[config.mk]
export PLATFORM = sky130hd
export DESIGN_NAME = decode_writeback
export DESIGN_NICKNAME = d
export VERILOG_FILES = /design/src/rtl/y86_pkg.sv /design/src/rtl/regfile_y86.sv /design/src/rtl/decode_writeback.sv
export SDC_FILE = /design/constraint.sdc
export NUM_CORES = 2
export LEC_CHECK = 0
export CELL_PAD_IN_SITES_DETAIL_PLACEMENT = 1
export CELL_PAD_IN_SITES_GLOBAL_PLACEMENT = 2
export CORE_MARGIN = 10
export CORE_UTILIZATION = 30
export DETAILED_ROUTE_END_ITERATION = 10
export GPL_TIMING_DRIVEN = 1
export MAX_ROUTING_LAYER = met4
export PLACE_DENSITY_LB_ADDON = 0.08
export SLEW_MARGIN = 15
export SYNTH_ARGS = -nofsm -noshare
export SYNTH_HDL_FRONTEND = slang
export SYNTH_SLANG_ARGS = --single-unit
export TNS_END_PERCENT = 100
[constraint.sdc]
create_clock -name clk -period 5.75 [get_ports clk]
set_clock_uncertainty 0.05 [all_clocks]
set_input_delay 1.15 -clock clk [delete_from_list [all_inputs] [get_ports clk]]
set_output_delay 1.15 -clock clk [all_outputs]
set_load 0.1 [all_outputs]
[src/rtl/y86_pkg.sv]
// Shared Y86-64 encodings used by the decode/write-back slice.
package y86_pkg;

   localparam logic [3:0] IHALT   = 4'h0;
   localparam logic [3:0] INOP    = 4'h1;
   localparam logic [3:0] IRRMOVQ = 4'h2;
   localparam logic [3:0] IIRMOVQ = 4'h3;
   localparam logic [3:0] IRMMOVQ = 4'h4;
   localparam logic [3:0] IMRMOVQ = 4'h5;
   localparam logic [3:0] IOPQ    = 4'h6;
   localparam logic [3:0] IJXX    = 4'h7;
   localparam logic [3:0] ICALL   = 4'h8;
   localparam logic [3:0] IRET    = 4'h9;
   localparam logic [3:0] IPUSHQ  = 4'hA;
   localparam logic [3:0] IPOPQ   = 4'hB;

   localparam logic [3:0] RSP   = 4'h4;
   localparam logic [3:0] RNONE = 4'hF;

   typedef enum logic [1:0] {
      AOK = 2'd0,
      HLT = 2'd1,
      ADR = 2'd2,
      INS = 2'd3
   } stat_t;

endpackage

[src/rtl/regfile_y86.sv]
// 15x64 register file: three async read ports, two sync write ports
// (M wins over E on the same register), sync reset that seeds %rsp.
module regfile_y86
   import y86_pkg::*;
#(
   parameter logic [63:0] RSP_RESET = 64'd1016,
   parameter int          NUM_REGS  = 15
) (
   input  logic        clk,
   input  logic        rst,
   input  logic        wr_en,
   input  logic [3:0]  dst_e,
   input  logic [63:0] val_e,
   input  logic [3:0]  dst_m,
   input  logic [63:0] val_m,
   input  logic [3:0]  addr_a,
   output logic [63:0] data_a,
   input  logic [3:0]  addr_b,
   output logic [63:0] data_b,
   input  logic [3:0]  addr_dbg,
   output logic [63:0] data_dbg
);

   logic [63:0] regs [NUM_REGS];

   // Reads see pre-edge contents; ID 15 has no storage and reads as zero.
   always_comb begin
      data_a   = (addr_a   == RNONE) ? 64'd0 : regs[addr_a];
      data_b   = (addr_b   == RNONE) ? 64'd0 : regs[addr_b];
      data_dbg = (addr_dbg == RNONE) ? 64'd0 : regs[addr_dbg];
   end

   // Commit; the M write is issued last so it overrides E on a shared target.
   always_ff @(posedge clk) begin
      if (rst) begin
         for (int i = 0; i < NUM_REGS; i++) begin
            regs[i] <= (i == int'(RSP)) ? RSP_RESET : 64'd0;
         end
      end else if (wr_en) begin
         if (dst_e != RNONE) regs[dst_e] <= val_e;
         if (dst_m != RNONE) regs[dst_m] <= val_m;
      end
   end

endmodule

[src/rtl/decode_writeback.sv]
// SEQ decode and write-back stage: picks register IDs from icode/rA/rB,
// reads operands combinationally and commits valE/valM at the end of the
// instruction.
module decode_writeback
   import y86_pkg::*;
#(
   parameter logic [63:0] RSP_RESET = 64'd1016,
   parameter int          NUM_REGS  = 15
) (
   input  logic        clk,
   input  logic        rst,
   input  logic        wb_en,
   input  logic [3:0]  icode,
   input  logic [3:0]  rA,
   input  logic [3:0]  rB,
   input  logic        cnd,
   input  logic [63:0] valE,
   input  logic [63:0] valM,
   output logic [3:0]  srcA,
   output logic [3:0]  srcB,
   output logic [3:0]  dstE,
   output logic [3:0]  dstM,
   output logic [63:0] valA,
   output logic [63:0] valB,
   input  logic [3:0]  dbg_addr,
   output logic [63:0] dbg_data
);

   // Register ID selection; unknown icodes fall through to RNONE everywhere,
   // which also suppresses any write for them.
   always_comb begin
      srcA = RNONE;
      srcB = RNONE;
      dstE = RNONE;
      dstM = RNONE;
      unique case (icode)
         IRRMOVQ: begin
            srcA = rA;
            dstE = cnd ? rB : RNONE;
         end
         IIRMOVQ: dstE = rB;
         IRMMOVQ: begin
            srcA = rA;
            srcB = rB;
         end
         IMRMOVQ: begin
            srcB = rB;
            dstM = rA;
         end
         IOPQ: begin
            srcA = rA;
            srcB = rB;
            dstE = rB;
         end
         ICALL: begin
            srcB = RSP;
            dstE = RSP;
         end
         IRET: begin
            srcA = RSP;
            srcB = RSP;
            dstE = RSP;
         end
         IPUSHQ: begin
            srcA = rA;
            srcB = RSP;
            dstE = RSP;
         end
         IPOPQ: begin
            srcA = RSP;
            srcB = RSP;
            dstE = RSP;
            dstM = rA;
         end
         default: begin
            srcA = RNONE;
            srcB = RNONE;
            dstE = RNONE;
            dstM = RNONE;
         end
      endcase
   end

   regfile_y86 #(
      .RSP_RESET (RSP_RESET),
      .NUM_REGS  (NUM_REGS)
   ) u_regfile (
      .clk      (clk),
      .rst      (rst),
      .wr_en    (wb_en),
      .dst_e    (dstE),
      .val_e    (valE),
      .dst_m    (dstM),
      .val_m    (valM),
      .addr_a   (srcA),
      .data_a   (valA),
      .addr_b   (srcB),
      .data_b   (valB),
      .addr_dbg (dbg_addr),
      .data_dbg (dbg_data)
   );

endmodule

== Word-level counts from Yosys, hierarchy flattened ==
Memories as Yosys holds them, arrays and structs flattened.
Cells that the tools add are included.
Word-level totals
  register bits after elaboration: 0
  bits in writable memories: 960
  input bits: 148
  output and inout port bits: 208
  memories kept: 1
Cells by class
  eq/ne operators: 14
  multiplexer cells: 24
  reduce and logical (&&, ||, !) cells: 8
Memories
  u_regfile.regs: depth 15, width 64, read ports 3, clocked after Yosys merged registers in 0, wr ports 15, RTL line regfile_y86.sv:24  | logic [63:0] regs [NUM_REGS];
Operators by type and width (number)
  two-way mux 64 bit: 5
  OR reduction 64 bit: 2
  equality test 4 bit (second input constant): 7
  two-way mux 4 bit: 4
  one-hot mux 4 bit (2 select lines): 2
  equality test 4 x 3 -> 1 bit (second input constant): 3
  two-way mux 1 bit: 12
  one-hot mux 4 bit (3 select lines): 1
  equality test 4 x 2 -> 1 bit (second input constant): 2
  inequality test 4 bit (second input constant): 2
  OR reduction 4 bit: 2
  OR reduction 2 bit: 3
  OR reduction 3 bit: 1

== Depth between registers and ports, before layout ==
  depth after elaboration: 10
  gate-level depth with buffers: 12
  depth with buffers taken out: 8

== Hierarchy ==
A second synthesis with hierarchy kept.
Second synthesis, totals
  cells, all modules: 4570
  area, all modules: 61112.4 sq um
Modules (own cells, without submodules)
  regfile_y86: times used 1, cells each 4525, area each 60848.4 sq um
  decode_writeback: times used 1, cells each 45, area each 264.0 sq um

== Least setup slack after synthesis ==
No wires, ideal clock.
  kind: in2out
  from: in icode[2]
  to: out valA[51]
  data arrival time: 5.429 ns
  slack: -0.879 ns
  stages on the path: 8
  buffers on the path: 3
  cells stage by stage: buf_4 -> or2_2 -> a31o_2 -> inv_2 -> clkbuf_1 -> buf_1 -> a311oi_1 -> nor3_1
Between the ends
  word-level cells in the longest chain between the ends: 5
Ends and longest elaborated chain
  from (decl): RTL line decode_writeback.sv:13  | input logic [3:0] icode,
  equality test 4 bit (tied with other cells): RTL line decode_writeback.sv:36  | unique case (icode)
  OR reduction 4 bit (no source line) or OR reduction 2 bit (tied branches)
  one-hot mux 4 bit (2 select lines) (*): RTL line decode_writeback.sv:36
  named net srcA[3]: RTL line decode_writeback.sv:19  | output logic [3:0] srcA,
  memory (15 x 64 bit) or equality test 4 bit (tied branches)
  two-way mux 64 bit (*): RTL line regfile_y86.sv:28  | data_a = (addr_a == RNONE) ? 64'd0 : regs[addr_a];
  to (decl): RTL line decode_writeback.sv:23  | output logic [63:0] valA,
Mark *: on every way through the listed nets, which the timed path passes. The rest lies on a longest branch.

== Worst setup path in the final report ==
  from: in icode[3]
  to: out valB[4]
Between the ends
  word-level cells in the longest chain between the ends: 5
Ends and longest elaborated chain
  equality test 4 bit or equality test 4 x 3 -> 1 bit (tied branches): RTL line decode_writeback.sv:36
  OR reduction 4 bit (no source line) or OR reduction 3 bit (tied branches)
  one-hot mux 4 bit (2 select lines) (*): RTL line decode_writeback.sv:36
  memory (15 x 64 bit) or equality test 4 bit (tied branches)
  two-way mux 64 bit (*): RTL line regfile_y86.sv:29  | data_b = (addr_b == RNONE) ? 64'd0 : regs[addr_b];
  to (decl): RTL line decode_writeback.sv:24  | output logic [63:0] valB,
Mark *: on every way between the ends. The rest lies on a longest branch, timed or not.

==> out/qor.csv <==
metric,value,unit
DRC Markers,0,
Syn. warnings,0,
crit path kind,in -> out,
Max transition margin,23.5,%
Top reg by flops,u_regfile.regs,
worst hold path type,in -> reg,
Die X,490,um
Rows,172,
fin crit share,99.2,%
max FFs per register,1024,
RSZ-0062 raised after global routing,false,
mux cell area share after synthesis,11.7,%
syn_area_per_cell,10.5,um2
I/O pin cnt,356,
Routed WL,384000,um
grt total ovfl,0,
max-cap viol count,0,
htree depth,4,
Post-DP Area,0.0761,mm2
Power per Cell Area,298,mW/mm2
Yosys reg bits,1024,
outcome,"complete, no violations",
vias in the first global route,62300,
via/cell ratio,6.60,
TritonCTS clock tree,yes,
initial core utilization,30.1,%
Unique masters post-synth,69,
dominant synthesized flop cell,edfxtp_1,
Total Die Area,0.240,mm2
slowest cell on the critical path,a2111oi_0,
crit end category,primary output,
leakage,0.0277,uW
drt initial violations,7155,
Regs by FF count,u_regfile.regs (1024),
Synth Area in Compound Gates,21.6,%
CORE AREA,0.220,mm2
first-pass GRT wire length,523000,um
initial antenna violation count,29,
Max VDD drop,0.285,mV
clock-pin transition on the worst setup and hold timing paths,0.05,ns
Metal-1 WL,157000,um
"FFs w/ async S/R, synth",0,%
P&R area growth vs syn,21.7,%
layout cell share with drive strength beyond 1,18.9,%
# setup viols final,0,
Worst path max stage delay,0.61,ns
Die H,490,um
Slew @ Worst Pin,1.15,ns
met2 routed WL,179000,um
Clock Tree Buf Depth,3,
total track usage,31.8,%
I/O Buffers,355,
hold slack,1.04,ns
Finished Cell Area,0.0805,mm2
Max Freq,175,MHz
Critical Path RT,4.55,ns
GP Congestion,0.833,
largest net degree at the start of global routing,99,
TNS Setup,0,ns
Post-DP HPWL,209000,um
CTS Buf Count,138,
Post-Synth XOR/XNOR Area,0,%
Mapped Cells,6303,
DR vias,61500,
"commonest cells after routing, fill and taps aside","1415 x nand2_1, 1024 x edfxtp_1, 953 x a22o_1, 389 x nand3_1, 327 x a21oi_1",
ANT nets after route,0,
largest family of logic cells by synthesized area,compound AO/OA/AOI/OAI gates,
count of pins over their slew limit,0,
DR WL met3,28400,um
Root Driver,clkbuf_16,
CP most frequent cell,buf_12,
crit path DAT,4.51,ns
Post-synth EDFFs,1024,
Simple-Gate Fraction of Synth Area,14.6,%
worst-path cell chain,clkdlybuf4s50_1 > nand2b_1 > buf_4 > nor2_1 > a21boi_4 > and3_4 > buf_12 > a2111oi_0 > o21ai_1 > buf_12,
DR WL/cell,41.2,um
Fin. Hold Viols,0,
worst-path fanout max,21,
Tmin final,5.71,ns
TritonRoute pass-1 iters,6,
Top Metal Used,met4,
register area share after synthesis,46.5,%
Startpoint Class,primary input,
fin nets,6459,
CTS Sinks,1024,
Tot Pwr,24000,uW
cell area after synthesis,0.0661,mm2
"most common cell after layout, fill and taps aside",nand2_1,
Post-Synth Adder-Cell Area,0,%
-- power by group --
part | internal [uW] | switching (uW) | total [uW]
registers | 8670 | 357 | 9030
clock network | 4870 | 3630 | 8490
logic | 2050 | 4450 | 6500
total | 15600 | 8430 | 24000
-- routing by layer --
metal	vias to the layer above	track usage, %
li1	24600	-
met1	32700	40.0
met2	3322	50.4
met3	860	5.21
met4	0	14.1
met5	-	-
-- cell families (layout without fill, tap and decap cells) --
logic type | Yosys count | after routing
AO/OA/AOI/OAI | 1821 | 1821
buffers and inverters | 861 | 915
flip-flops | 1024 | 1024
multiplexers | 369 | 369
other | 1 | 94
AND/OR/NAND/NOR | 2227 | 2227
-- Yosys cell counts (16+ instances only) --
| cell type | instances | area share, % |
|---|---|---|
| nand4_1 | 66 | 0.62 |
| a221oi_1 | 169 | 2.2 |
| a311oi_1 | 43 | 0.57 |
| buf_1 | 74 | 0.42 |
| nor2b_1 | 66 | 0.62 |
| mux4_2 | 320 | 11 |
| buf_6 | 16 | 0.27 |
| nand3_1 | 389 | 2.9 |
| buf_2 | 164 | 1.2 |
| o21ai_1 | 65 | 0.49 |
| o21ai_0 | 53 | 0.40 |
| mux2_2 | 43 | 0.73 |
| edfxtp_1 | 1024 | 46 |
| nor4_1 | 24 | 0.23 |
| a221o_1 | 39 | 0.59 |
| buf_4 | 29 | 0.33 |
| a22o_1 | 953 | 13 |
| a21bo_2 | 18 | 0.27 |
| nor3_1 | 159 | 1.2 |
| clkbuf_1 | 566 | 3.2 |
| a2111oi_0 | 63 | 0.83 |
| or3_1 | 19 | 0.18 |
| nand2_1 | 1419 | 8.1 |
| nor2_1 | 33 | 0.19 |
| a21oi_1 | 328 | 2.5 |
| a31oi_1 | 37 | 0.35 |
| and3_1 | 19 | 0.18 |
-- timing repair --
action | CTS | global route
hold buffers | 0 | 0
resized for setup | 5 | 12
setup endpoints to repair | 4 | 38
buffers inserted | 0 | 0
-- through the flow --
step	setup slack, ns	cells	util (%)
floorplan	-0.0509	6366	-
global placement	-0.224	9042	34.7
detailed placement	-0.275	9042	34.7
CTS	0.0180	9291	36.6
global route	0.00970	9312	36.7
finish	0.0448	9321	36.7
-- path summary, 6_finish.rpt --
| path | to | slack, ns | depth (start not counted) | startpoint |
|---|---|---|---|---|
| worst max-delay path | valB[4] | 0.04 | 10 | icode[3] |
| worst min-delay path | u_regfile.regs[4][2] | 1.04 | 3 | rA[0] |
-- worst max-delay path: cells and delay by family --
family / cells / cell delay, ns
buffers and inverters: 4 / 1.33
AO/OA/AOI/OAI: 3 / 1.14
AND/OR/NAND/NOR: 3 / 0.87
-- cell type report --
class | count | area, um2
clock inverter | 75 | 551
multi-input combinational | 4481 | 32700
sequential | 1024 | 30700
inverter | 12 | 77.6
clock buffer | 174 | 3720
timing repair buffer | 654 | 9050
fill | 23500 | 139000
tap | 2871 | 3590
antenna | 30 | 75.1
(Power assumes the default switching activity.)
